$ cat config.mk
export PLATFORM = sky130hd
export DESIGN_NAME = prepare_batch_datap
export DESIGN_NICKNAME = d
export VERILOG_FILES = /design/src/rtl/prepare_batch_datap.sv
export SDC_FILE = /design/constraint.sdc
export NUM_CORES = 1
export LEC_CHECK = 0
export CAP_MARGIN = 10
export CORE_AREA = 8 8 635 637
export CTS_CLUSTER_DIAMETER = 60
export DETAILED_ROUTE_END_ITERATION = 12
export DIE_AREA = 0 0 643 645
export SYNTH_ARGS = -nofsm -noshare
export SYNTH_HDL_FRONTEND = slang
export SYNTH_SLANG_ARGS = --single-unit
$ cat constraint.sdc
create_clock -name clk -period 12.8 [get_ports clk]
set_input_delay 3.84 -clock clk [delete_from_list [all_inputs] [get_ports clk]]
set_output_delay 3.84 -clock clk [all_outputs]
set_load 0.02 [all_outputs]
$ cat src/rtl/prepare_batch_datap.sv
// Replica Prepare datapath: appends batched entries to the header/data logs
// and answers each batch with a single PrepareOK-class response.
module prepare_batch_datap #(
    parameter int NOC_DATA_W      = 512,
    parameter int LOG_DEPTH_W     = 10,
    parameter int LOG_HDR_DEPTH_W = 8,
    parameter int BATCH_MAX       = 8,
    parameter int VIEW_W          = 64,
    parameter int OPNUM_W         = 64,
    parameter int LEN_W           = 16,
    parameter int CNT_W           = $clog2(BATCH_MAX + 1)
) (
    input  logic                       clk,
    input  logic                       rst_n,
    input  logic                       cfg_wr_en,
    input  logic [VIEW_W-1:0]          cfg_view,
    input  logic [OPNUM_W-1:0]         cfg_last_op,
    input  logic                       bat_val,
    output logic                       bat_rdy,
    input  logic [VIEW_W-1:0]          bat_view,
    input  logic [OPNUM_W-1:0]         bat_opnum,
    input  logic [CNT_W-1:0]           bat_count,
    input  logic                       len_val,
    output logic                       len_rdy,
    input  logic [LEN_W-1:0]           len_bytes,
    input  logic                       data_val,
    output logic                       data_rdy,
    input  logic [NOC_DATA_W-1:0]      data_line,
    output logic                       log_data_wr_en,
    output logic [LOG_DEPTH_W-1:0]     log_data_wr_addr,
    output logic [NOC_DATA_W-1:0]      log_data_wr_data,
    output logic                       log_hdr_wr_en,
    output logic [LOG_HDR_DEPTH_W-1:0] log_hdr_wr_addr,
    output logic [VIEW_W+OPNUM_W+LOG_DEPTH_W+LEN_W-1:0] log_hdr_wr_data,
    input  logic                       rel_val,
    input  logic [LOG_HDR_DEPTH_W:0]   rel_hdr_cnt,
    input  logic [LOG_DEPTH_W:0]       rel_line_cnt,
    output logic                       resp_val,
    input  logic                       resp_rdy,
    output logic                       resp_ok,
    output logic [VIEW_W-1:0]          resp_view,
    output logic [OPNUM_W-1:0]         resp_opnum,
    output logic                       err_oversize
);

    localparam int BPL_W = $clog2(NOC_DATA_W / 8);
    localparam int DP_W  = LOG_DEPTH_W + 1;
    localparam int HP_W  = LOG_HDR_DEPTH_W + 1;
    localparam logic [DP_W-1:0] DEPTH = {1'b1, {LOG_DEPTH_W{1'b0}}};

    typedef enum logic [2:0] {
        IDLE, CHECK, LEN, DATA, DRAIN_LEN, DRAIN_DATA, RESP
    } state_t;

    state_t state, state_nxt;

    logic [VIEW_W-1:0]  curr_view, b_view;
    logic [OPNUM_W-1:0] last_op, b_opnum, op_cur;
    logic [CNT_W-1:0]   b_count, remaining;
    logic [HP_W-1:0]    hdr_head, hdr_tail;
    logic [DP_W-1:0]    data_head, data_tail;
    logic [LEN_W-1:0]   lines_left;
    logic               failed;

    logic [LEN_W:0]     len_round;
    logic [LEN_W-1:0]   lines;
    logic [DP_W-1:0]    data_used, data_free;
    logic               space_ok, oversize, hdr_full, batch_ok;

    // Ceiling division by the line size in bytes
    assign len_round = {1'b0, len_bytes}
                     + {{(LEN_W + 1 - BPL_W){1'b0}}, {BPL_W{1'b1}}};
    assign lines     = LEN_W'(len_round >> BPL_W);

    assign data_used = data_tail - data_head;
    assign data_free = DEPTH - data_used;
    assign space_ok  = 32'(lines) <= 32'(data_free);
    assign oversize  = 32'(lines) > 32'(DEPTH);
    assign hdr_full  = (hdr_tail[LOG_HDR_DEPTH_W] != hdr_head[LOG_HDR_DEPTH_W])
                    && (hdr_tail[LOG_HDR_DEPTH_W-1:0] == hdr_head[LOG_HDR_DEPTH_W-1:0]);
    assign batch_ok  = (b_view == curr_view)
                    && (b_opnum == last_op + OPNUM_W'(1))
                    && (b_count != '0);

    assign log_hdr_wr_addr  = hdr_tail[LOG_HDR_DEPTH_W-1:0];
    assign log_hdr_wr_data  = {b_view, op_cur, data_tail[LOG_DEPTH_W-1:0], len_bytes};
    assign log_data_wr_addr = data_tail[LOG_DEPTH_W-1:0];
    assign log_data_wr_data = data_line;

    assign resp_val   = (state == RESP);
    assign resp_ok    = resp_val && !failed;
    assign resp_view  = !resp_val ? '0 : (failed ? curr_view : b_view);
    assign resp_opnum = resp_val ? last_op : '0;

    always_comb begin
        state_nxt      = state;
        bat_rdy        = 1'b0;
        len_rdy        = 1'b0;
        data_rdy       = 1'b0;
        log_hdr_wr_en  = 1'b0;
        log_data_wr_en = 1'b0;
        err_oversize   = 1'b0;
        unique case (state)
            IDLE: begin
                bat_rdy = rst_n && !cfg_wr_en;
                if (bat_val && bat_rdy) state_nxt = CHECK;
            end
            CHECK: state_nxt = batch_ok ? LEN : DRAIN_LEN;
            LEN: begin
                len_rdy = oversize || (space_ok && !hdr_full);
                if (len_val && len_rdy) begin
                    if (oversize) begin
                        err_oversize = 1'b1;
                        state_nxt    = DRAIN_DATA;
                    end else begin
                        log_hdr_wr_en = 1'b1;
                        if (lines != '0) state_nxt = DATA;
                        else if (remaining == CNT_W'(1)) state_nxt = RESP;
                    end
                end
            end
            DATA: begin
                data_rdy       = 1'b1;
                log_data_wr_en = data_val;
                if (data_val && lines_left == LEN_W'(1))
                    state_nxt = (remaining == CNT_W'(1)) ? RESP : LEN;
            end
            DRAIN_LEN: begin
                if (remaining == '0) begin
                    state_nxt = RESP;
                end else begin
                    len_rdy = 1'b1;
                    if (len_val && lines != '0) state_nxt = DRAIN_DATA;
                end
            end
            DRAIN_DATA: begin
                data_rdy = 1'b1;
                if (data_val && lines_left == LEN_W'(1)) state_nxt = DRAIN_LEN;
            end
            RESP: if (resp_rdy) state_nxt = IDLE;
            default: state_nxt = IDLE;
        endcase
    end

    always_ff @(posedge clk or negedge rst_n) begin
        if (!rst_n) begin
            state      <= IDLE;
            curr_view  <= '0;
            last_op    <= '0;
            b_view     <= '0;
            b_opnum    <= '0;
            b_count    <= '0;
            op_cur     <= '0;
            remaining  <= '0;
            lines_left <= '0;
            failed     <= 1'b0;
            hdr_head   <= '0;
            hdr_tail   <= '0;
            data_head  <= '0;
            data_tail  <= '0;
        end else begin
            state <= state_nxt;
            if (rel_val) begin
                hdr_head  <= hdr_head + rel_hdr_cnt;
                data_head <= data_head + rel_line_cnt;
            end
            case (state)
                IDLE: begin
                    if (cfg_wr_en) begin
                        curr_view <= cfg_view;
                        last_op   <= cfg_last_op;
                    end else if (bat_val) begin
                        b_view  <= bat_view;
                        b_opnum <= bat_opnum;
                        b_count <= bat_count;
                    end
                end
                CHECK: begin
                    remaining <= b_count;
                    op_cur    <= b_opnum;
                    failed    <= !batch_ok;
                end
                LEN: if (len_val && len_rdy) begin
                    lines_left <= lines;
                    if (oversize) begin
                        failed    <= 1'b1;
                        remaining <= remaining - CNT_W'(1);
                    end else begin
                        hdr_tail <= hdr_tail + HP_W'(1);
                        if (lines == '0) begin
                            last_op   <= op_cur;
                            op_cur    <= op_cur + OPNUM_W'(1);
                            remaining <= remaining - CNT_W'(1);
                        end
                    end
                end
                DATA: if (data_val) begin
                    data_tail  <= data_tail + DP_W'(1);
                    lines_left <= lines_left - LEN_W'(1);
                    if (lines_left == LEN_W'(1)) begin
                        last_op   <= op_cur;
                        op_cur    <= op_cur + OPNUM_W'(1);
                        remaining <= remaining - CNT_W'(1);
                    end
                end
                DRAIN_LEN: if (len_val && len_rdy) begin
                    lines_left <= lines;
                    remaining  <= remaining - CNT_W'(1);
                end
                DRAIN_DATA: if (data_val) lines_left <= lines_left - LEN_W'(1);
                default: ;
            endcase
        end
    end

endmodule
==> metrics.txt <==
detailed-route vias per instance between 2 and 3; clock insertion delay at the later pin of the skew report 0.82 ns; complex-gate fraction of the synthesized area roughly a tenth; power per cell area around 240 nW/um2; type of destination of the critical path output pin; class of the tightest hold or removal check reg -> reg; slowest CP cell clkdlybuf4s50_1; full die area just over 400000 um2; commonest register cell after synthesis dfrtp_1; cell with the most instances after synthesis buf_4; Filler Cells Inserted about 46000; floorplan die width 643 um; global-route total usage across every layer approximately 14%; share of total power in the clock network 21.2%; row count ~230; part of the cycle the worst path needs between 90 and 100%; synthesized-area fraction occupied by xor and xnor cells under 10%; first-pass iteration count of the detailed router 5; cell types occupying the most area after synthesis dfrtp_1 (35%), buf_4 (15%), mux2_2 (8.6%); startpoint class of the critical path input pin; Overflow after GRT 0; Yosys warning count 0; setup repair after global routing missed its margin false; ANT nets after route 0; clock transition time at the flip-flop clock pins of the worst setup and hold paths ~0.05 ns; fraction of registers with async set/reset 100%; leakage dissipation approximately 14 nW; Post-CTS Setup Repair Bufs 0; DP Worst Slack 0.674 ns; clk root buf clkbuf_16; adder-cell share of the synthesized area between 2 and 3%; sum of negative setup slack 0 ns; crit-path cells clkdlybuf4s50_1 > nor4_1 > a21oi_1 > and3_1 > and3_1 > and3_1 > xor2_1 > ha_1 > a21o_1 > a21o_1 > a21oi_1 > o2111ai_1 > a21oi_1 > buf_4 > nand3_1 > clkinv_1 > clkdlybuf4s50_1; wire length reported by the detailed router about 310 mm; number of flops mapped to enable cells by yosys 0; VDD IR max between 0.1 and 0.15 mV; Hold Buf Count CTS 0; required arrival time at the worst endpoint ~9.0 ns; cell taking the most area after synthesis dfrtp_1; per-cell routed wire length roughly 37 um; Gate power share approximately 50%; status finished, final reports clean; number of distinct library cell variants in the gate-level netlist after synthesis 73; net count of the mapped netlist a little under 4000; shortest period the worst path allows approximately 12 ns; multiplexer area fraction after synthesis a little over an eighth; htree depth 3; Synth-to-Final Area Change 39.7%; transition time at the pin with the least slew margin approximately 1.1 ns; max-slew headroom at the worst pin 26.6%; Clock Sink Count just under 400; largest fanout on the critical path 9; number of violations reported at the end of detailed-routing iteration 0 between 1500 and 2000; input/output buffers a little over 600; total count of hold-check failures in the final report 0; Max Slew Vio Count 0; largest family of logic cells by synthesized area buffers and inverters; area of the core region between 300000 and 400000 um2; CTS Buf Count 75; peak per-stage delay on the critical path roughly 0.7 ns; number of cells produced by synthesis between 3000 and 4000; Fin Clk Skew between 0.08 and 0.09 ns; register area just under 10000 um2; cell area after synthesis ~28000 um2; remaining routing DRC violations 0; pin count of the biggest net entering global routing approximately 110; total area of multi-input combinational cells 13300 um2; Initial Util under 10%; Max Clock Freq slightly above 0.08 GHz; nets 3954; final estimated routing congestion in global placement around 0.85; number of antenna violations at the first check in global routing 117; critical path start-end classification in -> out; simple-gate share of the synthesized area between 10% and 20%; synthesized flop and latch total just under 400; cell internal power dissipation a little under 5 mW; post-route setup slack 0.636 ns; arrival time worst endpoint between 8 and 9 ns; CTS max path bufs 4; total via count in the routed design ~24000; mean area per synthesized cell 9.23 um2; Top-Level Pins around 1600; sequential cell fraction of total power between 20% and 30%; vertical extent of the die around 650 um; via count of the first global-routing pass ~24000; global-route wire length before repair ~370 mm; post-synth top area share 34.8%; setup-violating endpoint count in the final report 0; net switching power figure about 4.6 mW; top post-synthesis cells by count buf_4 (557), dfrtp_1 (388), mux2_2 (212), nand2_1 (204), nor2_1 (168); CTS tree done; share of total power consumed by net switching around 49%; part of the Yosys area used for sequential elements between 30% and 40%; count of instances resized after the clock tree is built 0; final core occ 9.90%; share of final-layout standard cells stronger than drive strength 1 between 10 and 15%; HPWL after detailed placement ~280 mm; max-cap check violation count 0
[per-stage QoR]
stage	instances	total power, mW	cell area [um2]	hold slack (ns)
5_1_grt	8383	10.1	38900	0.507
4_1_cts	8374	9.77	38900	0.497
3_5_place_dp	8244	7.66	36500	0.484
3_3_place_gp	8244	7.62	36500	0.478
2_1_floorplan	3022	4.93	27900	0.458
6_report	8401	9.47	39000	0.490
[per-layer routing]
metal | up-vias | GRT usage (%) | wire length, um
li1 | 10127 | - | -
met1 | 11551 | 11.6 | 85400
met2 | 2017 | 24.7 | 150000
met3 | 464 | 12.4 | 59400
met4 | 38 | 5.75 | 15500
met5 | - | 1.12 | 678
[state kept, by name (all words and copies together), names as in the netlist, 3 cells and up]
signal	count
hdr_head	9
data_tail	11
curr_view	64
lines_left	16
last_op	64
remaining	4
b_opnum	64
hdr_tail	9
b_count	4
state	3
op_cur	64
b_view	64
data_head	11
[layout by cell type, fill, tap and decap left out, drive strengths merged, types with 52 or more instances in the layout]
cell type      Yosys  layout
a21oi            112     112
and2              73      73
buf              584      76
clkbuf           119      92
clkdlybuf4s50      0     607
dfrtp            388     388
ha                56      56
inv               63      72
mux2             212     212
mux2i            140     140
nand2            204     204
nand3             77      77
nand4             77      77
nor2             168     168
nor4              52      52
o21ai            149     149
xnor2            115     115
xor2             101     101
[kinds of logic (layout without fill, tap and decap cells)]
kind of cell	count (synthesis)	after routing
AND/OR/NAND/NOR	811	811
buffers and inverters	767	877
AO/OA/AOI/OAI	427	427
flip-flops	388	388
multiplexers	352	352
XOR/XNOR	216	216
adder cells (fa/ha/maj)	60	60
other	1	28
[final timing paths]
path	endpoint	slack (ns)	cells after the start	from
worst min register to register	hdr_tail[8]	0.49	1	hdr_tail[8]
worst max-delay path	log_hdr_wr_en	0.64	17	len_bytes[2]
worst min-delay path	hdr_tail[8]	0.49	1	hdr_tail[8]
worst max register to register	last_op[59]	6.64	23	data_tail[2]
min in group asynchronous	last_op[27]	3.00	1	rst_n
max in group asynchronous	curr_view[41]	7.07	4	rst_n
[critical path: cells and delay by family]
kind,cells,cell delay (ns)
buf+inv,4,1.65
simple gates,5,1.31
compound gates,6,1.00
fa+ha+maj,1,0.32
xor+xnor,1,0.17
[power groups by stage]
stage	clock network, mW	registers [mW]	logic [mW]
global route	2.13	2.87	5.11
CTS	2.09	2.81	4.87
detailed placement	0	2.82	4.84
floorplan	0	2.47	2.47
global placement	0	2.81	4.81
finish	2.01	2.79	4.66
[cell type report]
class / instances / share of cell area [%]
diodes: 27 / 0.173
clock buffers: 92 / 5.13
clock inverters: 38 / 1.07
inverters: 64 / 0.620
multi-input cells: 1867 / 34.1
flip-flops and latches: 388 / 24.9
well taps: 5242 / 16.8
repair buffers: 683 / 17.1
Note: power is estimated with default switching activity, not from simulation.
